## config.mk

```make
export PLATFORM = sky130hd
export DESIGN_NAME = code_lock_param
export DESIGN_NICKNAME = d
export VERILOG_FILES = /design/src/rtl/code_lock_param.sv
export SDC_FILE = /design/constraint.sdc
export NUM_CORES = 1
export LEC_CHECK = 0
export BUFFER_PORTS_ARGS = -buffer_cell sky130_fd_sc_hd__buf_2
export CAP_MARGIN = 25
export CORE_UTILIZATION = 57
export CTS_CLUSTER_SIZE = 30
export DETAILED_ROUTE_END_ITERATION = 8
export PLACE_DENSITY = 0.82
export SKIP_LAST_GASP = 1
export SLEW_MARGIN = 15
export SYNTH_ARGS = -nofsm -noshare
export SYNTH_HDL_FRONTEND = slang
export SYNTH_SLANG_ARGS = --single-unit
```

## constraint.sdc

```tcl
create_clock -name clk -period 6.1 [get_ports clk]
set_clock_uncertainty 0.1 [all_clocks]
set_input_delay 0.61 -clock clk [delete_from_list [all_inputs] [get_ports clk]]
set_output_delay 0.61 -clock clk [all_outputs]
set_load 0.005 [all_outputs]
```

## src/rtl/code_lock_param.sv

```systemverilog
`default_nettype none
// ============================================================================
// Module   : code_lock_param
// Purpose  : Parametrised combination lock with a ready/valid digit input,
//            a bounded retry counter, a timed lockout and a relock command.
//            The optional macro CODE_LOCK_PROG_EN adds a programmable code.
// Revision : 1.0  initial release
// ============================================================================
module code_lock_param #(
    parameter int                           DIGIT_W     = 4,
    parameter int                           CODE_LEN    = 4,
    parameter logic [DIGIT_W*CODE_LEN-1:0]  RESET_CODE  = 16'hC0DE,
    parameter int                           MAX_TRIES   = 3,
    parameter int                           LOCKOUT_CYC = 16
) (
    input  logic                             clk,
    input  logic                             reset_n,
    input  logic [DIGIT_W-1:0]               din,
    input  logic                             din_valid,
    output logic                             din_ready,
    input  logic                             relock,
    output logic                             unlocked,
    output logic                             lockout_active,
    output logic                             fail_pulse,
    output logic [$clog2(MAX_TRIES+1)-1:0]   attempts
`ifdef CODE_LOCK_PROG_EN
    ,
    input  logic                             prog_valid,
    input  logic [DIGIT_W*CODE_LEN-1:0]      prog_code
`endif
);

    localparam int CW = DIGIT_W * CODE_LEN;
    localparam int AW = $clog2(MAX_TRIES + 1);
    localparam int TW = $clog2(LOCKOUT_CYC + 1);
    localparam int IW = (CODE_LEN > 1) ? $clog2(CODE_LEN) : 1;

    typedef enum logic [1:0] {
        ST_ENTRY    = 2'd0,
        ST_UNLOCKED = 2'd1,
        ST_LOCKOUT  = 2'd2
    } state_t;

    state_t          state_q;
    logic [IW-1:0]   idx_q;
    logic            mism_q;
    logic [AW-1:0]   att_q;
    logic [TW-1:0]   timer_q;
    logic            fail_q;
    logic [CW-1:0]   code_q;

    logic [CW-1:0]      code_shift_d;
    logic [DIGIT_W-1:0] exp_digit_d;
    logic               mism_d;
    logic [AW-1:0]      att_inc_d;

`ifndef CODE_LOCK_PROG_EN
    assign code_q = RESET_CODE;
`endif

    // Digit idx 0 lives in the most significant slot of the code word.
    assign code_shift_d = code_q >> (DIGIT_W * (CODE_LEN - 1 - int'(idx_q)));
    assign exp_digit_d  = code_shift_d[DIGIT_W-1:0];
    assign mism_d       = mism_q | (din != exp_digit_d);
    assign att_inc_d    = (att_q >= AW'(MAX_TRIES)) ? att_q : att_q + AW'(1);

    always_ff @(posedge clk or negedge reset_n) begin
        if (!reset_n) begin
            state_q <= ST_ENTRY;
            idx_q   <= '0;
            mism_q  <= 1'b0;
            att_q   <= '0;
            timer_q <= '0;
            fail_q  <= 1'b0;
`ifdef CODE_LOCK_PROG_EN
            code_q  <= RESET_CODE;
`endif
        end else begin
            fail_q <= 1'b0;
            case (state_q)
                ST_ENTRY: begin
                    if (relock) begin
                        idx_q  <= '0;
                        mism_q <= 1'b0;
                    end else if (din_valid) begin
                        if (idx_q == IW'(CODE_LEN - 1)) begin
                            idx_q  <= '0;
                            mism_q <= 1'b0;
                            if (!mism_d) begin
                                state_q <= ST_UNLOCKED;
                                att_q   <= '0;
                            end else begin
                                fail_q <= 1'b1;
                                att_q  <= att_inc_d;
                                if (att_inc_d == AW'(MAX_TRIES)) begin
                                    state_q <= ST_LOCKOUT;
                                    timer_q <= TW'(LOCKOUT_CYC);
                                end
                            end
                        end else begin
                            idx_q  <= idx_q + IW'(1);
                            mism_q <= mism_d;
                        end
                    end
                end
                ST_UNLOCKED: begin
`ifdef CODE_LOCK_PROG_EN
                    if (prog_valid) begin
                        code_q <= prog_code;
                    end
`endif
                    if (relock) begin
                        state_q <= ST_ENTRY;
                        idx_q   <= '0;
                        mism_q  <= 1'b0;
                        att_q   <= '0;
                    end
                end
                ST_LOCKOUT: begin
                    // Leaving on the tick that would take the timer to zero
                    // keeps the lockout window exactly LOCKOUT_CYC cycles.
                    if (timer_q <= TW'(1)) begin
                        state_q <= ST_ENTRY;
                        timer_q <= '0;
                        att_q   <= '0;
                        idx_q   <= '0;
                        mism_q  <= 1'b0;
                    end else begin
                        timer_q <= timer_q - TW'(1);
                    end
                end
                default: state_q <= ST_ENTRY;
            endcase
        end
    end

    assign din_ready      = (state_q == ST_ENTRY);
    assign unlocked       = (state_q == ST_UNLOCKED);
    assign lockout_active = (state_q == ST_LOCKOUT);
    assign fail_pulse     = fail_q;
    assign attempts       = att_q;

endmodule
`default_nettype wire

```

==> results.py <==
metrics = {
    "finish": {
        "antenna_cells": 0,
        "syn_to_final_growth_pct": 12.92,
        "layout-drive-gt1-share": 0.2115,
        "nFillCells": 112,
        "fin_util": 0.7127,
        "nets": 122,
    },
    "timing": {
        "worst_slew_pin_slew_ns": 0.5047,
        "finalSetupViolations": 0,
        "rsz0062_at_grt": "false",
        "hold_viol_final": 0,
        "setup_ws_ns": 3.691,
        "tns_ns": 0,
        "slew_headroom": 0.6591,
        "fin_crit_sh": 0.3949,
        "finalMaxSlewViolations": 0,
        "max_freq_mhz": 415.2,
        "min_period_ns": 2.409,
    },
    "placed_design": {
        "portBuffers": 13,
        "place_hpwl_mm": 1.315,
        "place_congestion": 0.7811,
        "place_ws_ns": 3.599,
    },
    "die": {
        "die-area_um2": 1654,
        "rows": 13,
        "core-area_um2": 1350,
        "io_pins": 14,
        "fp.dieW_um": 40.67,
        "die_y_um": 40.67,
        "initial_core_util": 0.6311,
    },
    "clock_tree": {
        "cts_resized": 0,
        "cts_inserted_buffers": 3,
        "cts_setup_buffers": 0,
        "cts.sink_count": 13,
        "cts_max_level": 1,
        "clockRootBuffer": "clkbuf_4",
        "hold_buffers": 0,
        "clock_path_buffers": 2,
        "clk_latency_ns": 0.27,
        "tritoncts": "built",
        "clk_pin_slew_ns": 0.08,
    },
    "pwr": {
        "power_w": 0.0004521,
        "clkPwrFrac": 0.119,
        "p_seq_frac": 0.340,
        "power_frac_comb": 0.541,
        "power_switching_w": 0.0001925,
        "peakVddDrop_mv": 0.2607,
        "p_sw_frac": 0.4257,
        "p_int_w": 0.0002596,
        "powerDensity_nw_per_um2": 469.9,
        "leakagePower_nw": 0.4708,
    },
    "routing": {
        "vias": 707,
        "drt_iter0_markers": 12,
        "ant_nets": 0,
        "firstDrtPassIters": 4,
        "wl_per_cell_um": 13.97,
        "drcViolationCount": 0,
        "wl_mm": 1.663,
        "drt-vias-per-instance": 5.941,
    },
    "worst_setup_path": {
        "cp-end-kind": "flip-flop",
        "worstPathRequired_ns": 6.16,
        "reg2reg_setup_slack_ns": 3.69,
        "critPathLaunchType": "flip-flop",
        "crit_arrival_ns": 2.47,
        "worst_r2r_path_depth": 7,
        "crit_fanout": 8,
        "path_class": "reg2reg",
        "timing.rr.start": "idx_q[1]$_DFFE_PN0P_",
        "r2r_end": "timer_q[3]$_DFFE_PN0P_",
    },
    "synth": {
        "synth_area_um2": 852.1,
        "synth-xor-area-share": 0.02056,
        "synth_compound_area_frac": 0.1909,
        "synthAdderAreaFrac": 0.1322,
        "synthCells": 87,
        "syn_avg_cell_area_um2": 9.794,
        "ys_types": 29,
        "synthMuxAreaShare": 0.06314,
        "synth_seq_cells": 13,
        "yosys_warnings": 0,
        "synth_nets": 104,
        "synth_top_family_by_area": "compound AO/OA/AOI/OAI gates",
        "yosys.area_share.simple": 0.1718,
        "ys_seq_area_frac": 0.3818,
    },
    "global_route": {
        "grt_pass1_wl_mm": 2.656,
        "grt_max_degree": 14,
        "grt_use_total": 0.2506,
        "grt_overflow": 0,
        "antenna_found_initial": 0,
        "first_global_vias": 649,
    },
    "worst_hold_path": {
        "hp-class": "in2async",
    },
    "flow_run": {
        "max_cap_viol_count": 0,
    },
    "run_status": {
        "outcome": "completed",
    },
}
## routing by layer
metal	vias up	wire (µm)	GRT usage
li1	346	-	-
met1	334	759	0.3000
met2	25	823	0.4484
met3	2	68	0.03261
met4	0	11	0.1000
met5	-	0	0
## Yosys cell counts
library cell | instances | area share
inv_1 | 9 | 0.040
a22o_1 | 1 | 0.010
or2b_1 | 1 | 0.0088
or4_1 | 1 | 0.0088
nand3b_1 | 2 | 0.018
ha_1 | 9 | 0.13
a22o_2 | 1 | 0.012
or3b_1 | 1 | 0.010
nand2b_1 | 2 | 0.015
mux2_2 | 3 | 0.040
or3_1 | 1 | 0.0073
o2bb2ai_1 | 1 | 0.010
nor4b_1 | 2 | 0.021
a21oi_1 | 6 | 0.035
nor3_1 | 4 | 0.023
o21ba_2 | 1 | 0.012
a2111o_1 | 1 | 0.013
mux2i_1 | 2 | 0.023
o41ai_1 | 1 | 0.010
a31o_4 | 1 | 0.021
nor2_1 | 7 | 0.031
a311o_1 | 1 | 0.012
nand2_1 | 5 | 0.022
dfrtp_1 | 13 | 0.38
xor2_1 | 2 | 0.021
o21ai_0 | 6 | 0.035
nor2b_1 | 1 | 0.0073
a31oi_1 | 1 | 0.0073
o41a_1 | 1 | 0.013
## layout by cell type (no fill, tap or decap)
| master | netlist | final |
|---|---|---|
| dfrtp_1 | 13 | 13 |
| buf_2 | 0 | 13 |
| inv_1 | 9 | 9 |
| ha_1 | 9 | 9 |
| nor2_1 | 7 | 7 |
| o21ai_0 | 6 | 6 |
| a21oi_1 | 6 | 6 |
| nand2_1 | 5 | 5 |
| nor3_1 | 4 | 4 |
| mux2_2 | 3 | 3 |
| clkbuf_4 | 0 | 3 |
| nand3b_1 | 2 | 2 |
| xor2_1 | 2 | 2 |
| nand2b_1 | 2 | 2 |
| mux2i_1 | 2 | 2 |
| nor4b_1 | 2 | 2 |
| or3b_1 | 1 | 1 |
| a2111o_1 | 1 | 1 |
| o21ba_2 | 1 | 1 |
| o41ai_1 | 1 | 1 |
| nor2b_1 | 1 | 1 |
| a31o_4 | 1 | 1 |
| o41a_1 | 1 | 1 |
| o2bb2ai_1 | 1 | 1 |
| a22o_1 | 1 | 1 |
| or2b_1 | 1 | 1 |
| a22o_2 | 1 | 1 |
| or4_1 | 1 | 1 |
| or3_1 | 1 | 1 |
| a31oi_1 | 1 | 1 |
| a311o_1 | 1 | 1 |
| clkbuf_1 | 0 | 1 |
## worst max path at each step
| stage | startpoint | to | slack (ns) | cells after the start |
|---|---|---|---|---|
| floorplan | din[2] | timer_q[3]$_DFFE_PN0P_ | 3.80 | 5 |
| global placement | din[2] | timer_q[3]$_DFFE_PN0P_ | 3.65 | 6 |
| detailed placement | din[2] | timer_q[3]$_DFFE_PN0P_ | 3.60 | 6 |
| CTS | idx_q[1]$_DFFE_PN0P_ | timer_q[3]$_DFFE_PN0P_ | 3.68 | 7 |
| global route | idx_q[1]$_DFFE_PN0P_ | timer_q[3]$_DFFE_PN0P_ | 3.59 | 7 |
| finish | idx_q[1]$_DFFE_PN0P_ | timer_q[3]$_DFFE_PN0P_ | 3.69 | 7 |
## state kept, by name, summed over array words and instances, names as in the netlist
signal	count
timer_q	5
attempts	2
idx_q	2
state_q	2
fail_pulse	1
mism_q	1
## final cells by class
| type | instances | area, µm² | area share |
|---|---|---|---|
| multi-input combinational | 65 | 493.0 | 0.5124 |
| sequential | 13 | 325.3 | 0.3381 |
| timing repair buffer | 13 | 65.06 | 0.06762 |
| inverter | 9 | 33.78 | 0.03511 |
| clock buffer | 4 | 26.28 | 0.02731 |
| tap | 15 | 18.77 | 0.01951 |
## power by group through the flow
stage	Sequential [W]	Clock, W	Combinational (W)
after global routing	0.000159	0.0000578	0.000275
after CTS	0.000153	0.0000536	0.000245
after floorplan	0.000147	0	0.000185
final	0.000154	0.0000537	0.000245
after detailed placement	0.000155	0	0.000244
after global placement	0.000152	0	0.000234
## metrics by stage
step | area (µm²) | cells | hold WS, ns
2_1_floorplan | 852.1 | 87 | 0.2144
3_3_place_gp | 935.9 | 115 | 0.3954
3_5_place_dp | 935.9 | 115 | 0.4151
4_1_cts | 962.2 | 119 | 0.1187
5_1_grt | 962.2 | 119 | 0.1153
6_report | 962.2 | 119 | 0.1104
## cells by family (layout without fill, tap and decap cells)
group / Yosys count / count (layout)
buf+inv: 9 / 26
xor+xnor: 2 / 2
fa+ha+maj: 9 / 9
mux: 5 / 5
flops: 13 / 13
simple gates: 27 / 27
compound gates: 22 / 22
## worst max-delay path, cell delays in order (launching register included)
cell and delay [ns]:
dfrtp_1 0.42, inv_1 0.07, ha_1 0.15, or3b_1 0.35, a2111o_1 0.47, a31o_4 0.30, nor4b_1 0.14, a311o_1 0.28
No activity file was read; power rests on OpenSTA's default activity.
